File: src/rtl/pipe_hazard_ctrl.sv
// Pipeline hazard controller: load-use stall, multi-cycle M-op freeze, taken-branch flush.
// Latency: all enables/flushes are combinational from state, cnt and inputs; state changes next edge.
// Backpressure: drops if_en/id_en (and exe_en for M-ops) for LOAD_LAT / DIV_LAT cycles per event.
module pipe_hazard_ctrl #(
    parameter int LOAD_LAT = 1,
    parameter int DIV_LAT  = 32,
    parameter int CNT_W    = 16
) (
    input  logic             clk,
    input  logic             rst,
    input  logic [31:0]      id_inst,
    input  logic             exe_is_load,
    input  logic [4:0]       exe_rd,
    input  logic             exe_div_start,
    input  logic             exe_branch_taken,
    output logic             if_en,
    output logic             id_en,
    output logic             exe_en,
    output logic             id_flush,
    output logic             exe_flush,
    output logic             mem_flush,
    output logic             busy,
    output logic [CNT_W-1:0] stall_cycles
);

    // Down-counter must hold the larger of the two reload values.
    localparam int MAX_LAT = (DIV_LAT > LOAD_LAT) ? DIV_LAT : LOAD_LAT;
    localparam int CW      = (MAX_LAT > 2) ? $clog2(MAX_LAT) : 1;

    localparam logic [CW-1:0] LOAD_RELOAD = CW'(LOAD_LAT - 1);
    localparam logic [CW-1:0] DIV_RELOAD  = CW'(DIV_LAT - 1);

    localparam logic [6:0] OP_LUI   = 7'h37;
    localparam logic [6:0] OP_AUIPC = 7'h17;
    localparam logic [6:0] OP_JAL   = 7'h6F;
    localparam logic [6:0] OP_REG   = 7'h33;
    localparam logic [6:0] OP_STORE = 7'h23;
    localparam logic [6:0] OP_BR    = 7'h63;

    typedef enum logic [1:0] {
        ST_RUN        = 2'd0,
        ST_LOAD_STALL = 2'd1,
        ST_DIV_BUSY   = 2'd2
    } state_t;

    state_t           state_q, state_d;
    logic [CW-1:0]    cnt_q, cnt_d;
    logic [CNT_W-1:0] stall_q, stall_d;

    logic [6:0] opcode;
    logic [4:0] rs1, rs2;
    logic       rs1_used, rs2_used;
    logic       load_hazard;

    // Immediate/funct fields play no part in hazard detection.
    logic unused_inst_bits;
    assign unused_inst_bits = ^{id_inst[31:25], id_inst[14:7]};

    // Decode which source registers the ID instruction actually reads and compare against EXE load rd.
    always_comb begin
        opcode      = id_inst[6:0];
        rs1         = id_inst[19:15];
        rs2         = id_inst[24:20];
        rs1_used    = !((opcode == OP_LUI) || (opcode == OP_AUIPC) || (opcode == OP_JAL));
        rs2_used    = (opcode == OP_REG) || (opcode == OP_STORE) || (opcode == OP_BR);
        load_hazard = exe_is_load && (exe_rd != 5'd0) &&
                      ((rs1_used && (rs1 == exe_rd)) || (rs2_used && (rs2 == exe_rd)));
    end

    // Next-state, counter reload and pipeline control outputs.
    always_comb begin
        state_d   = state_q;
        cnt_d     = cnt_q;
        if_en     = 1'b1;
        id_en     = 1'b1;
        exe_en    = 1'b1;
        id_flush  = 1'b0;
        exe_flush = 1'b0;
        mem_flush = 1'b0;
        busy      = 1'b0;
        if (!rst) begin
            unique case (state_q)
                ST_RUN: begin
                    if (exe_branch_taken) begin
                        // Wrong-path instructions in IF/ID and ID/EXE are squashed; any hazard is moot.
                        id_flush  = 1'b1;
                        exe_flush = 1'b1;
                    end else if (exe_div_start) begin
                        if_en     = 1'b0;
                        id_en     = 1'b0;
                        exe_en    = 1'b0;
                        mem_flush = 1'b1;
                        if (DIV_LAT > 1) begin
                            cnt_d   = DIV_RELOAD;
                            state_d = ST_DIV_BUSY;
                        end
                    end else if (load_hazard) begin
                        if_en     = 1'b0;
                        id_en     = 1'b0;
                        exe_flush = 1'b1;
                        if (LOAD_LAT > 1) begin
                            cnt_d   = LOAD_RELOAD;
                            state_d = ST_LOAD_STALL;
                        end
                    end
                end
                ST_LOAD_STALL: begin
                    if_en     = 1'b0;
                    id_en     = 1'b0;
                    exe_flush = 1'b1;
                    busy      = 1'b1;
                    cnt_d     = cnt_q - 1'b1;
                    if (cnt_q == CW'(1)) state_d = ST_RUN;
                end
                ST_DIV_BUSY: begin
                    if_en     = 1'b0;
                    id_en     = 1'b0;
                    exe_en    = 1'b0;
                    mem_flush = 1'b1;
                    busy      = 1'b1;
                    cnt_d     = cnt_q - 1'b1;
                    if (cnt_q == CW'(1)) state_d = ST_RUN;
                end
                default: state_d = ST_RUN;
            endcase
        end
    end

    // Saturating count of cycles where fetch is held.
    always_comb begin
        stall_d = stall_q;
        if (!if_en && (stall_q != {CNT_W{1'b1}})) stall_d = stall_q + 1'b1;
    end

    assign stall_cycles = stall_q;

    // State, counter and perf counter registers with synchronous reset.
    always_ff @(posedge clk) begin
        if (rst) begin
            state_q <= ST_RUN;
            cnt_q   <= '0;
            stall_q <= '0;
        end else begin
            state_q <= state_d;
            cnt_q   <= cnt_d;
            stall_q <= stall_d;
        end
    end

endmodule
File: config.mk
export PLATFORM = sky130hd
export DESIGN_NAME = pipe_hazard_ctrl
export DESIGN_NICKNAME = d
export VERILOG_FILES = /design/src/rtl/pipe_hazard_ctrl.sv
export SDC_FILE = /design/constraint.sdc
export NUM_CORES = 1
export LEC_CHECK = 0
export ABC_AREA = 1
export CORE_MARGIN = 2
export CORE_UTILIZATION = 47
export DETAILED_ROUTE_END_ITERATION = 16
export PLACE_DENSITY = 0.95
export SETUP_SLACK_MARGIN = 0.05
export SLEW_MARGIN = 20
export SYNTH_ARGS = -nofsm -noshare
export SYNTH_HDL_FRONTEND = slang
export SYNTH_SLANG_ARGS = --single-unit
File: constraint.sdc
create_clock -name clk -period 5 [get_ports clk]
set_input_delay 0.75 -clock clk [delete_from_list [all_inputs] [get_ports clk]]
set_output_delay 0.75 -clock clk [all_outputs]
set_load 0.1 [all_outputs]
==> results.toml <==
[clock_tree]
cts_tree = "yes"
path_clk_slew_ns = 0.11
hold_buffers = 0
clock_insertion_delay_worst_skew_ns = 0.32
cts_buffers = 3
clock-root-buffer = "clkbuf_4"
cts_setup_buffers = 0
post_cts_resized = 0
htree_levels = 1
cts.sinks = 22
cts_buffer_depth = 2

[grt]
gr-total-overflow = 0
antenna_found_initial = 0
met2_usage_pct = 35.6
grt_pass1_wl_mm = 6.64
grt_use_total_pct = 20.6
use_met3_pct = 3.60
grt_max_degree = 24
grt.met1_usage_pct = 24.0
gr-max-usage-layer = "met2"
grt_pass1_vias = 1589

[cells_and_area]
nets = 339
syn_to_final_growth_pct = 33.9
num_antenna_cells = 0
drive_gt1_share_pct = 11.3
fillers = 284
design_area_um2 = 2150
final_cells = 339

[timing]
rsz0062_at_grt = "false"
fmax_mhz = 293
fin_crit_ns = 3.42
worstMarginPinSlew_ns = 0.981
period_share_pct = 68.3
slew_headroom_pct = 34.4
clock_skew_ns = 0.00759
final_max_slew_viol_count = 0
setup_violations = 0
tns_ns = 0
finalHoldViolations = 0

[critical_path]
rr_worst_depth = 9
path_common_cell = "clkdlybuf4s50_1"
critPathSlowestCell = "clkdlybuf4s50_1"
worstPathArrival_ns = 2.67
start_kind = "input pin"
cp_num_buf_inv = 3
criticalPathCategory = "in -> out"
crit_chain = "clkdlybuf4s50_1 > buf_4 > nor2_1 > clkdlybuf4s50_1"
max_stage_delay_ns = 1.14
crit_fanout = 23
path_depth = 4
required_ns = 4.25
critPathCaptureType = "output port"
reg2reg_slack_ns = 2.93
crit_family = "buffers and inverters"

[floorplan]
die-area_um2 = 3900
die_w_um = 62.4
dieHeight_um = 62.4
start_util_pct = 48.5
placementRows = 21
core_area_um2 = 3310
io_pins = 65

[detailed_routing]
vias = 1698
wire_per_inst_um = 11.5
drtIter0Drc = 97
avgViaCountPerCell = 5.01
drt-total-wl_mm = 3.91
drt.antenna.violating_nets = 0
drt-pass1-iter-count = 4
route.detailed.drc = 0

[synth]
yosys_warnings = 0
syn_area_um2 = 1600
ys_seq_area_share_pct = 27.5
ys_ff_latch = 22
synth_cells = 245
syn_nets = 290
synth.avg_cell_area_um2 = 6.55
synth.distinct_cells = 28

[min_path]
min_path_type = "reg -> reg"
min_path_cells = 2

[placement]
placed_cell_area_um2 = 2110
dp_cells = 335
gp_congestion = 0.888
dp_hpwl_mm = 3.01
portBuffers = 49

[power_and_ir_drop]
leakagePower_nw = 0.880
power.density_nw_per_um2 = 186
irDropWorstVdd_mv = 0.122

[status]
status = "complete, no violations"

[flow_run]
cap_viol_max_count = 0
[sequential cells by signal, indices dropped and copies added (netlist names)]
signal / cells
cnt_q: 5
stall_cycles: 16
state_q: 1
[report_power, final]
group / switching [mW] / leakage (nW) / internal, mW
Clock: 0.0553 / 0.0210 / 0.0446
Combinational: 0.0706 / 0.680 / 0.0417
Sequential: 0.00557 / 0.179 / 0.182
[layout make-up]
cell class | count | area, µm² | share of cell area [%]
Inverter | 36 | 135 | 6.29
Sequential cell | 22 | 440 | 20.5
Timing Repair Buffer | 50 | 485 | 22.6
Multi-Input combinational cell | 181 | 992 | 46.2
Tap cell | 46 | 57.6 | 2.68
Clock buffer | 4 | 36.3 | 1.69
[cells in the mapped netlist]
cell / instances / area, µm²
xnor2_1: 8 / 70.1
nor4_4: 1 / 21.3
o21ai_2: 1 / 8.76
xor2_1: 11 / 96.3
buf_6: 1 / 11.3
ha_1: 3 / 37.5
dfxtp_1: 22 / 440
nor2_1: 25 / 93.8
nor4_1: 1 / 6.26
o21ai_0: 4 / 20.0
nand2_4: 2 / 22.5
nor2_2: 2 / 12.5
buf_4: 1 / 7.51
a211oi_1: 1 / 7.51
nand2_2: 1 / 6.26
inv_1: 31 / 116
clkbuf_1: 1 / 3.75
nand4_1: 5 / 31.3
buf_1: 1 / 3.75
nand3_1: 28 / 140
nand4_4: 1 / 21.3
nand2_1: 62 / 233
nor3_1: 2 / 10.0
buf_2: 2 / 10.0
a21oi_2: 10 / 87.6
inv_2: 5 / 18.8
a21oi_1: 12 / 60.1
a31oi_1: 1 / 6.26
[path summary, 6_finish.rpt]
| kind | start | end |
|---|---|---|
| worst max-delay path | rst | busy |
| worst min-delay path | cnt_q[4]$_SDFFE_PP0P_ | cnt_q[4]$_SDFFE_PP0P_ |
| worst max register to register | stall_cycles[0]$_SDFFE_PP0P_ | stall_cycles[8]$_SDFFE_PP0P_ |
| worst min register to register | cnt_q[4]$_SDFFE_PP0P_ | cnt_q[4]$_SDFFE_PP0P_ |
[layer usage]
layer / up-vias / part of all wire (%)
li1: 880 / -
met1: 761 / 44
met2: 47 / 48
met3: 10 / 5.1
met4: 0 / 2.9
met5: - / 0
[cells in the final DEF, fill, tap and decap left out, types with 8 or more instances in the layout]
master	n
clkdlybuf4s50_1	44
nand2_1	62
dfxtp_1	22
a21oi_1	12
nand3_1	28
xor2_1	11
a21oi_2	10
nor2_1	25
inv_1	31
xnor2_1	8
[per-stage QoR]
step	util [%]	hold slack, ns	power (mW)	worst slack (ns)
5_1_grt	64.9	0.530	0.419	1.54
3_5_place_dp	63.8	0.480	0.304	1.60
3_3_place_gp	63.8	0.461	0.300	1.61
4_1_cts	64.9	0.497	0.401	1.59
6_report	64.9	0.496	0.399	1.58
2_1_floorplan	-	0.455	0.265	0.693
[tightest hold or removal path, stage by stage (launching register included)]
cell and delay [ns]:
dfxtp_1 0.33, o21ai_0 0.06, a21oi_1 0.07
[kinds of logic after synthesis]
| kind of cell | share of synthesized area (%) |
|---|---|
| buffers and inverters | 10.7 |
| DFF | 27.5 |
| xor gates and xnor gates | 10.4 |
| and+or+nand+nor | 37.3 |
| AOI/OAI and AO/OA | 11.9 |
| adders and majority gates | 2.34 |
Note: power is estimated with default switching activity, not from simulation.
